File: src/rtl/pe_ctrl_sequencer.sv
// pe_ctrl_sequencer: builds the per-cycle PE control word for a layer job.
// The job is num_passes accumulation passes over num_outputs buffer entries,
// with num_macc MACC beats per entry. Pass 0 accumulates onto the bias.
// Each later pass reads the partial sum back from the PE buffer. The final
// pass emits results on write_valid and does not write the buffer.
//
// state | meaning
// IDLE  | cfg_ready high, waiting for a configuration
// RUN   | consuming operand beats, issuing enable/read strobes
// DRAIN | MACC_LATENCY cycles so the delayed write strobes leave the pipe
// DONE  | one-cycle done pulse, then back to IDLE
module pe_ctrl_sequencer #(
    parameter int PE_BUF_ADDR_WIDTH = 10,
    parameter int MACC_LATENCY      = 3,
    parameter int CNT_WIDTH         = 16,
    parameter int PASS_WIDTH        = 8
) (
    input  logic                             clk,
    input  logic                             reset,
    input  logic                             cfg_valid,
    output logic                             cfg_ready,
    input  logic [CNT_WIDTH-1:0]             cfg_num_macc,
    input  logic [PE_BUF_ADDR_WIDTH:0]       cfg_num_outputs,
    input  logic [PASS_WIDTH-1:0]            cfg_num_passes,
    input  logic [2:0]                       cfg_op_code,
    input  logic                             in_valid,
    output logic                             in_ready,
    output logic [9+2*PE_BUF_ADDR_WIDTH:0]   ctrl,
    output logic                             src_2_sel,
    output logic                             done
);

    localparam int AW = PE_BUF_ADDR_WIDTH;
    localparam int DW = $clog2(MACC_LATENCY) + 1;

    typedef enum logic [1:0] {IDLE, RUN, DRAIN, DONE} state_t;

    state_t                 state;
    logic [CNT_WIDTH-1:0]   macc_q;
    logic [AW:0]            outputs_q;
    logic [PASS_WIDTH-1:0]  passes_q;
    logic [2:0]             op_code_q;
    logic [CNT_WIDTH-1:0]   beat_cnt;
    logic [AW-1:0]          out_cnt;
    logic [PASS_WIDTH-1:0]  pass_cnt;
    logic [DW-1:0]          drain_cnt;

    // Delayed write strobes, one slot per MACC pipeline stage.
    logic                   pipe_wr_req [MACC_LATENCY];
    logic                   pipe_wv     [MACC_LATENCY];
    logic [AW-1:0]          pipe_addr   [MACC_LATENCY];

    logic                   beat;
    logic                   last_beat;
    logic                   last_out;
    logic                   last_pass;
    logic                   push;
    logic                   read_req;
    logic [AW-1:0]          rd_addr;

    // A beat is an operand transfer; every counter advances only on beats.
    assign beat      = (state == RUN) && in_valid;
    assign last_beat = (beat_cnt == macc_q - CNT_WIDTH'(1));
    // Compared in AW+1 bits so num_outputs = 2^AW ends on the all-ones address.
    assign last_out  = (({1'b0, out_cnt} + (AW+1)'(1)) == outputs_q);
    assign last_pass = (pass_cnt == passes_q - PASS_WIDTH'(1));
    assign push      = beat && last_beat;
    assign read_req  = beat && (beat_cnt == '0) && (pass_cnt != '0);
    assign rd_addr   = read_req ? out_cnt : '0;

    // Sequencing FSM with job configuration and loop counters.
    always_ff @(posedge clk) begin
        if (reset) begin
            state     <= IDLE;
            macc_q    <= '0;
            outputs_q <= '0;
            passes_q  <= '0;
            op_code_q <= '0;
            beat_cnt  <= '0;
            out_cnt   <= '0;
            pass_cnt  <= '0;
            drain_cnt <= '0;
        end else begin
            case (state)
                IDLE: begin
                    if (cfg_valid) begin
                        macc_q    <= cfg_num_macc;
                        outputs_q <= cfg_num_outputs;
                        passes_q  <= cfg_num_passes;
                        beat_cnt  <= '0;
                        out_cnt   <= '0;
                        pass_cnt  <= '0;
                        if ((cfg_num_macc == '0) || (cfg_num_outputs == '0) ||
                            (cfg_num_passes == '0)) begin
                            state <= DONE;
                        end else begin
                            op_code_q <= cfg_op_code;
                            state     <= RUN;
                        end
                    end
                end
                RUN: begin
                    if (beat) begin
                        if (last_beat) begin
                            beat_cnt <= '0;
                            if (last_out) begin
                                out_cnt   <= '0;
                                drain_cnt <= DW'(MACC_LATENCY - 1);
                                state     <= DRAIN;
                            end else begin
                                out_cnt <= out_cnt + AW'(1);
                            end
                        end else begin
                            beat_cnt <= beat_cnt + CNT_WIDTH'(1);
                        end
                    end
                end
                DRAIN: begin
                    if (drain_cnt == '0) begin
                        if (last_pass) begin
                            op_code_q <= '0;
                            state     <= DONE;
                        end else begin
                            pass_cnt <= pass_cnt + PASS_WIDTH'(1);
                            state    <= RUN;
                        end
                    end else begin
                        drain_cnt <= drain_cnt - DW'(1);
                    end
                end
                DONE: begin
                    state <= IDLE;
                end
                default: begin
                    state <= IDLE;
                end
            endcase
        end
    end

    // Write-strobe delay line; it shifts every cycle, stalls included.
    always_ff @(posedge clk) begin
        if (reset) begin
            for (int i = 0; i < MACC_LATENCY; i++) begin
                pipe_wr_req[i] <= 1'b0;
                pipe_wv[i]     <= 1'b0;
                pipe_addr[i]   <= '0;
            end
        end else begin
            pipe_wr_req[0] <= push && !last_pass;
            pipe_wv[0]     <= push && last_pass;
            pipe_addr[0]   <= (push && !last_pass) ? out_cnt : '0;
            for (int i = 1; i < MACC_LATENCY; i++) begin
                pipe_wr_req[i] <= pipe_wr_req[i-1];
                pipe_wv[i]     <= pipe_wv[i-1];
                pipe_addr[i]   <= pipe_addr[i-1];
            end
        end
    end

    assign cfg_ready = (state == IDLE);
    assign in_ready  = (state == RUN);
    assign done      = (state == DONE);
    assign src_2_sel = ((state == RUN) || (state == DRAIN)) && (pass_cnt != '0);

    // Norm FIFO and flush controls are unused by this sequencer and held low.
    assign ctrl = {2'b00,
                   rd_addr,
                   pipe_addr[MACC_LATENCY-1],
                   1'b0,
                   pipe_wv[MACC_LATENCY-1],
                   pipe_wr_req[MACC_LATENCY-1],
                   read_req,
                   beat,
                   op_code_q};

endmodule

File: config.mk
export PLATFORM = sky130hd
export DESIGN_NAME = pe_ctrl_sequencer
export DESIGN_NICKNAME = d
export VERILOG_FILES = /design/src/rtl/pe_ctrl_sequencer.sv
export SDC_FILE = /design/constraint.sdc
export NUM_CORES = 1
export LEC_CHECK = 0
export ABC_AREA = 1
export CAP_MARGIN = 15
export CORE_UTILIZATION = 51
export DETAILED_ROUTE_END_ITERATION = 10
export PLACE_DENSITY = 0.77
export SYNTH_ARGS = -nofsm -noshare
export SYNTH_HDL_FRONTEND = slang
export SYNTH_SLANG_ARGS = --single-unit
File: constraint.sdc
create_clock -name clk -period 2 [get_ports clk]
set_clock_uncertainty 0.1 [all_clocks]
set_input_delay 0.3 -clock clk [delete_from_list [all_inputs] [get_ports clk]]
set_output_delay 0.3 -clock clk [all_outputs]
set_load 0.02 [all_outputs]
== Word-level counts from Yosys, hierarchy flattened ==
Memories as Yosys holds them, arrays and structs flattened.
Index checks and enable logic that the tools add are counted.

* Add/subtract/negate cells: 7
* Equality and inequality tests: 15
* Mux-type cells: 45
* Bitwise logic cells: 9
* Reductions and logical operators: 28

{| class="wikitable"
|+ Operators with widths
! kind !! count
|-
| $mux 10 || 9
|-
| $mux 16 || 3
|-
| $logic_not 16->1 || 2
|-
| $pmux 16 s2 || 1
|-
| $mux 3 || 8
|-
| $mux 8 || 3
|-
| $pmux 10 s2 || 1
|-
| $add 16x1->16 const B || 1
|-
| $eq 16x16->1 || 1
|-
| $pmux 8 s2 || 1
|-
| $sub 16x1->16 const B || 1
|-
| $reduce_and 5->1 || 3
|-
| $mux 2 || 7
|-
| $ne 2x2->1 const B || 6
|-
| $pmux 3 s2 || 2
|-
| $add 10x1->11 const B || 1
|-
| $eq 11x11->1 || 1
|-
| $logic_not 11->1 || 1
|-
| $add 10x1->10 const B || 1
|-
| $mux 1 || 9
|-
| $or 1x1->1 || 9
|-
| $add 8x1->8 const B || 1
|-
| $eq 8x8->1 || 1
|-
| $logic_not 8->1 || 1
|-
| 16 further kinds || 30
|}

* Register bits after elaboration: 77
* Bits in writable memories: 36
* Input bits: 42
* Output and inout bits: 34
* Word-level logic and storage cells: 116
* Memories kept: 3

{| class="wikitable"
|+ Memories
! memory !! depth !! bits a word !! rd ports !! clocked after memory_dff !! write ports !! line !! text
|-
| pipe_addr || 3 || 10 || 3 || 0 || 3 || 51 || <nowiki>logic [AW-1:0] pipe_addr [MACC_LATENCY];</nowiki>
|-
| pipe_wr_req || 3 || 1 || 3 || 0 || 3 || 49 || <nowiki>logic pipe_wr_req [MACC_LATENCY];</nowiki>
|-
| pipe_wv || 3 || 1 || 3 || 0 || 3 || 50 || <nowiki>logic pipe_wv [MACC_LATENCY];</nowiki>
|}

== Depth between registers and ports, before layout ==
* Depth after elaboration: 6
* Mapped depth: 18
* Mapped depth without buffers: 18

== Worst setup path after synthesis ==
No wires, ideal clock.

* Path kind: reg-to-output
* Start point: reg state[1]
* End point: out ctrl[18]
* Data arrival time: 1.837 ns
* Data required time: 1.600 ns
* Path slack: -0.237 ns
* Cell stages (with the launch flop): 10
* Cell sequence: dfxtp_1 inv_1 ha_1 nand2_1 inv_1 nand2_1 nor4_1 nand4_1 clkbuf_1 nor2_1

* Word-level cells in the longest chain between the ends: 5

{| class="wikitable"
|+ RTL lines
! element !! line !! text
|-
| from (decl) || 38 || <nowiki>state_t state;</nowiki>
|-
| from (signal assigned) || 74 || <nowiki>state <= IDLE;</nowiki>
|-
| from (signal assigned) || 95 || <nowiki>state <= DONE;</nowiki>
|-
| from (signal assigned) || 98 || <nowiki>state <= RUN;</nowiki>
|-
| $eq 2x1->1 || - ||
|-
| named net in_ready || 27 || <nowiki>output logic in_ready,</nowiki>
|-
| $logic_and 1x1->1 || 62 || <nowiki>assign beat = (state == RUN) && in_valid;</nowiki>
|-
| named net beat || 53 || <nowiki>logic beat;</nowiki>
|-
| $logic_and 1x1->1 (2 in a row) || 68 || <nowiki>assign read_req = beat && (beat_cnt == '0) && (pass_cnt != '0);</nowiki>
|-
| $mux 10 || 69 || <nowiki>assign rd_addr = read_req ? out_cnt : '0;</nowiki>
|-
| to (decl) || 28 || <nowiki>output logic [9+2*PE_BUF_ADDR_WIDTH:0] ctrl,</nowiki>
|}

The timed path passes the listed nets, and every way through them passes these cells.

== Worst setup path after layout ==
* Start point: reg state[1]
* End point: out ctrl[19]

* Word-level cells in the longest chain between the ends: 5

{| class="wikitable"
|+ RTL lines
! element !! line
|-
| $eq 2x1->1 || 62
|-
| $logic_and 1x1->1 || 62
|-
| $logic_and 1x1->1 (2 in a row) || 68
|-
| $mux 10 || 69
|}

Every way passes these cells.

==> flow_metrics.env <==
export IMPL_run_status="complete, but fails checks"
export IMPL_violations="design-rule violations, negative setup slack"
export IMPL_busiest_layer="met2"
export IMPL_clockBufferDepth=2
export IMPL_setup_viol=66
export IMPL_grt_pass1_wl_um=29700
export IMPL_ant_nets=0
export IMPL_core_area_mm2=0.0116
export IMPL_use_met1=0.354
export IMPL_overflow=0
export IMPL_vdd_drop_max_mv=0.821
export IMPL_clk_latency_ps=420
export IMPL_globalplace_congestion=0.872
export IMPL_hold_class="flop to flop"
export IMPL_synthMuxAreaShare=0
export IMPL_synth_enable_flop_cells=0
export IMPL_cts_clk_slew_worst_paths_ps=50
export IMPL_die_h_um=111
export IMPL_layout_drive_gt1_share=0.328
export IMPL_vias=6907
export IMPL_drv_cap=0
export IMPL_grt_pass1_vias=6267
export IMPL_first_iter_violations=718
export IMPL_synth_top_family_by_area="simple AND/OR/NAND/NOR gates"
export IMPL_cp_arrival_ps=2160
export IMPL_initial_core_util=0.528
export IMPL_synth_simple_area_share=0.332
export IMPL_leakage_nw=3.82
export IMPL_num_nets_final=1137
export IMPL_power_density_mw_per_mm2=1240
export IMPL_antenna_cells=0
export IMPL_nFillCells=661
export IMPL_antenna_found_initial=0
export IMPL_final_area_mm2=0.00930
export IMPL_drv_slew=0
export IMPL_syn_to_final_growth_pct=52.2
export IMPL_grt_total_usage=0.301
export IMPL_htreeDepth=4
export IMPL_cts_sinks=113
export IMPL_die_w_um=111
export IMPL_synth_most_common_cell="nand2_1"
export IMPL_yosysUniqueCellTypes=42
export IMPL_rsz0062_at_grt="true"
export IMPL_synth_xor_area_share=0.0602
export IMPL_hold_ws_ps=298
export IMPL_r2r_slack_ps=-360
export IMPL_grt_max_degree=51
export IMPL_row_count=39
export IMPL_die_area_mm2=0.0124
export IMPL_use_met3=0.0664
export IMPL_dr_pass1_iters=9
export IMPL_async_flop_share=0
export IMPL_dpl_cell_area_mm2=0.00779
export IMPL_synthTopCellsByArea="dfxtp_1 37%, nand2_1 11%, nor2_1 9.6%, inv_1 6.9%, nand3_1 4.8%"
export IMPL_tns_ps=-17220
export IMPL_cp_max_fo=4
export IMPL_syn_area_mm2=0.00611
export IMPL_synth_avg_cell_area_um2=6.82
export IMPL_totalWireLength_um=21300
export IMPL_synth_commonest_cells="181 x nand2_1, 157 x nor2_1, 113 x dfxtp_1"
export IMPL_synth_top_area_frac=0.370
export IMPL_synth_compound_area_share=0.0975
export IMPL_num_io_pins=76
export IMPL_drc=6
export IMPL_cts_tree="built"
export IMPL_synth_flop_cell="dfxtp_1"
export IMPL_ys_seq_area_frac=0.370
export IMPL_power_mw=11.6
export IMPL_endpoint_kind="output pin"
export IMPL_hpwl_um=11600
export IMPL_syn_inst=896
export IMPL_synth_fa_ha_area_frac=0.0266
export IMPL_regArea_mm2=0.00228
export IMPL_max_freq_ghz=0.390
export IMPL_period_needed_ps=2560
export IMPL_port_buffers=72
export IMPL_critPathLaunchType="flop"
export IMPL_multi_input_area_mm2=0.00393
export IMPL_grt_use_met2=0.513
export IMPL_hold_viol_final=0
export IMPL_crit_type="flop to output pin"
export IMPL_cts_buffers=17
export IMPL_vias_per_cell=5.58
export IMPL_wire_per_inst_um=17.2
export IMPL_fin_ws_ps=-564
export IMPL_post_route_util=0.804
export IMPL_cts_root_buffer="clkbuf_16"
export IMPL_yosys_warnings=0
export IMPL_cp_required_ps=1600
export IMPL_final_period_utilization=1.28
export IMPL_ys_ff_latch=113
export IMPL_yosysTopAreaCell="dfxtp_1"
placed cells by master, fill, tap and decap left out, types with 4 or more instances in the layout:
cell and count:
nand4_1 14, a21oi_2 10, ha_1 6, nor2_2 27, nor2_1 111, clkbuf_16 17
o21ai_0 40, a21oi_1 34, dfxtp_2 13, dfxtp_1 100, bufinv_16 4, nand2_4 6
buf_4 124, buf_6 19, nand2_1 152, inv_1 98, clkdlybuf4s50_1 56, nand2_2 26
nor2_4 29, nand3_1 48, xnor2_1 13, o22ai_2 7, nor3_1 4, inv_2 14
nand3_2 9, nor4_1 10, clkinvlp_4 5, nand3b_1 6, ha_4 6, nand2_8 8
xor2_1 26
flip-flops by register name (all words and copies together), names as in the netlist:
name and cells:
state 2, pipe_addr 30, pipe_wv 3, outputs_q 11
op_code_q 3, macc_q 16, out_cnt 10, beat_cnt 16
pipe_wr_req 3, drain_cnt 3, pass_cnt 8, passes_q 8
cells by family (layout without fill, tap and decap cells):
logic type               Yosys count  in the layout
AO/OA/AOI/OAI                    103            103
XOR/XNOR                          42             42
adder cells (fa/ha/maj)           13             13
buffers and inverters            161            356
flip-flops                       113            113
other                              1              3
AND/OR/NAND/NOR                  463            465
routing by layer:
metal / share of wire / vias up
met5: 0 / -
met4: 0.062 / 0
met3: 0.073 / 115
met2: 0.48 / 386
met1: 0.39 / 3215
li1: - / 3191
path summary, 6_finish.rpt:
path,start,to,cells after the start
max reg2reg,macc_q[1]$_SDFFE_PP0P_,out_cnt[0]$_SDFFE_PP0P_,17
min reg2reg,pipe_addr[0][15]$_SDFF_PP0_,pipe_addr[0][25]$_SDFF_PP0_,2
min,pipe_addr[0][15]$_SDFF_PP0_,pipe_addr[0][25]$_SDFF_PP0_,2
max,state[1]$_SDFFE_PP0P_,ctrl[19],11
cell type report:
cell class	instances	area share
clock buffer	20	0.0480
tap	143	0.0192
inverter	116	0.0488
multi-input combinational	626	0.423
clock inverter	12	0.0195
timing repair buffer	208	0.196
sequential	113	0.245
timing repair:
action / CTS / global route
gates cloned: 3 / 0
setup buffers: 7 / 9
pin swaps: 36 / 43
endpoints found under the setup margin: 70 / 69
resized for setup: 175 / 101
hold buffers: 0 / 0
worst max-delay path, cell delays in order, from the launching register on:
cell and delay (ps):
dfxtp_2 320, inv_2 80, ha_4 140, nand2_2 70
inv_2 90, nand2_2 100, nor4_4 240, nand4_1 190
buf_6 180, buf_6 140, nor2_4 80, buf_6 120
through the flow:
| stage | cells | setup WS (ps) |
|---|---|---|
| floorplan | 898 | -30.9 |
| global placement | 1188 | -823 |
| detailed placement | 1188 | -857 |
| CTS | 1229 | -310 |
| global route | 1238 | -616 |
| finish | 1238 | -564 |
power breakdown:
| part | internal, mW | total (mW) | switching (mW) |
|---|---|---|---|
| Combinational | 2.20 | 5.52 | 3.32 |
| Sequential | 2.53 | 2.78 | 0.255 |
| Clock | 2.12 | 3.25 | 1.13 |
| Total | 6.85 | 11.6 | 4.71 |
Note: power is estimated with default switching activity, not from simulation.
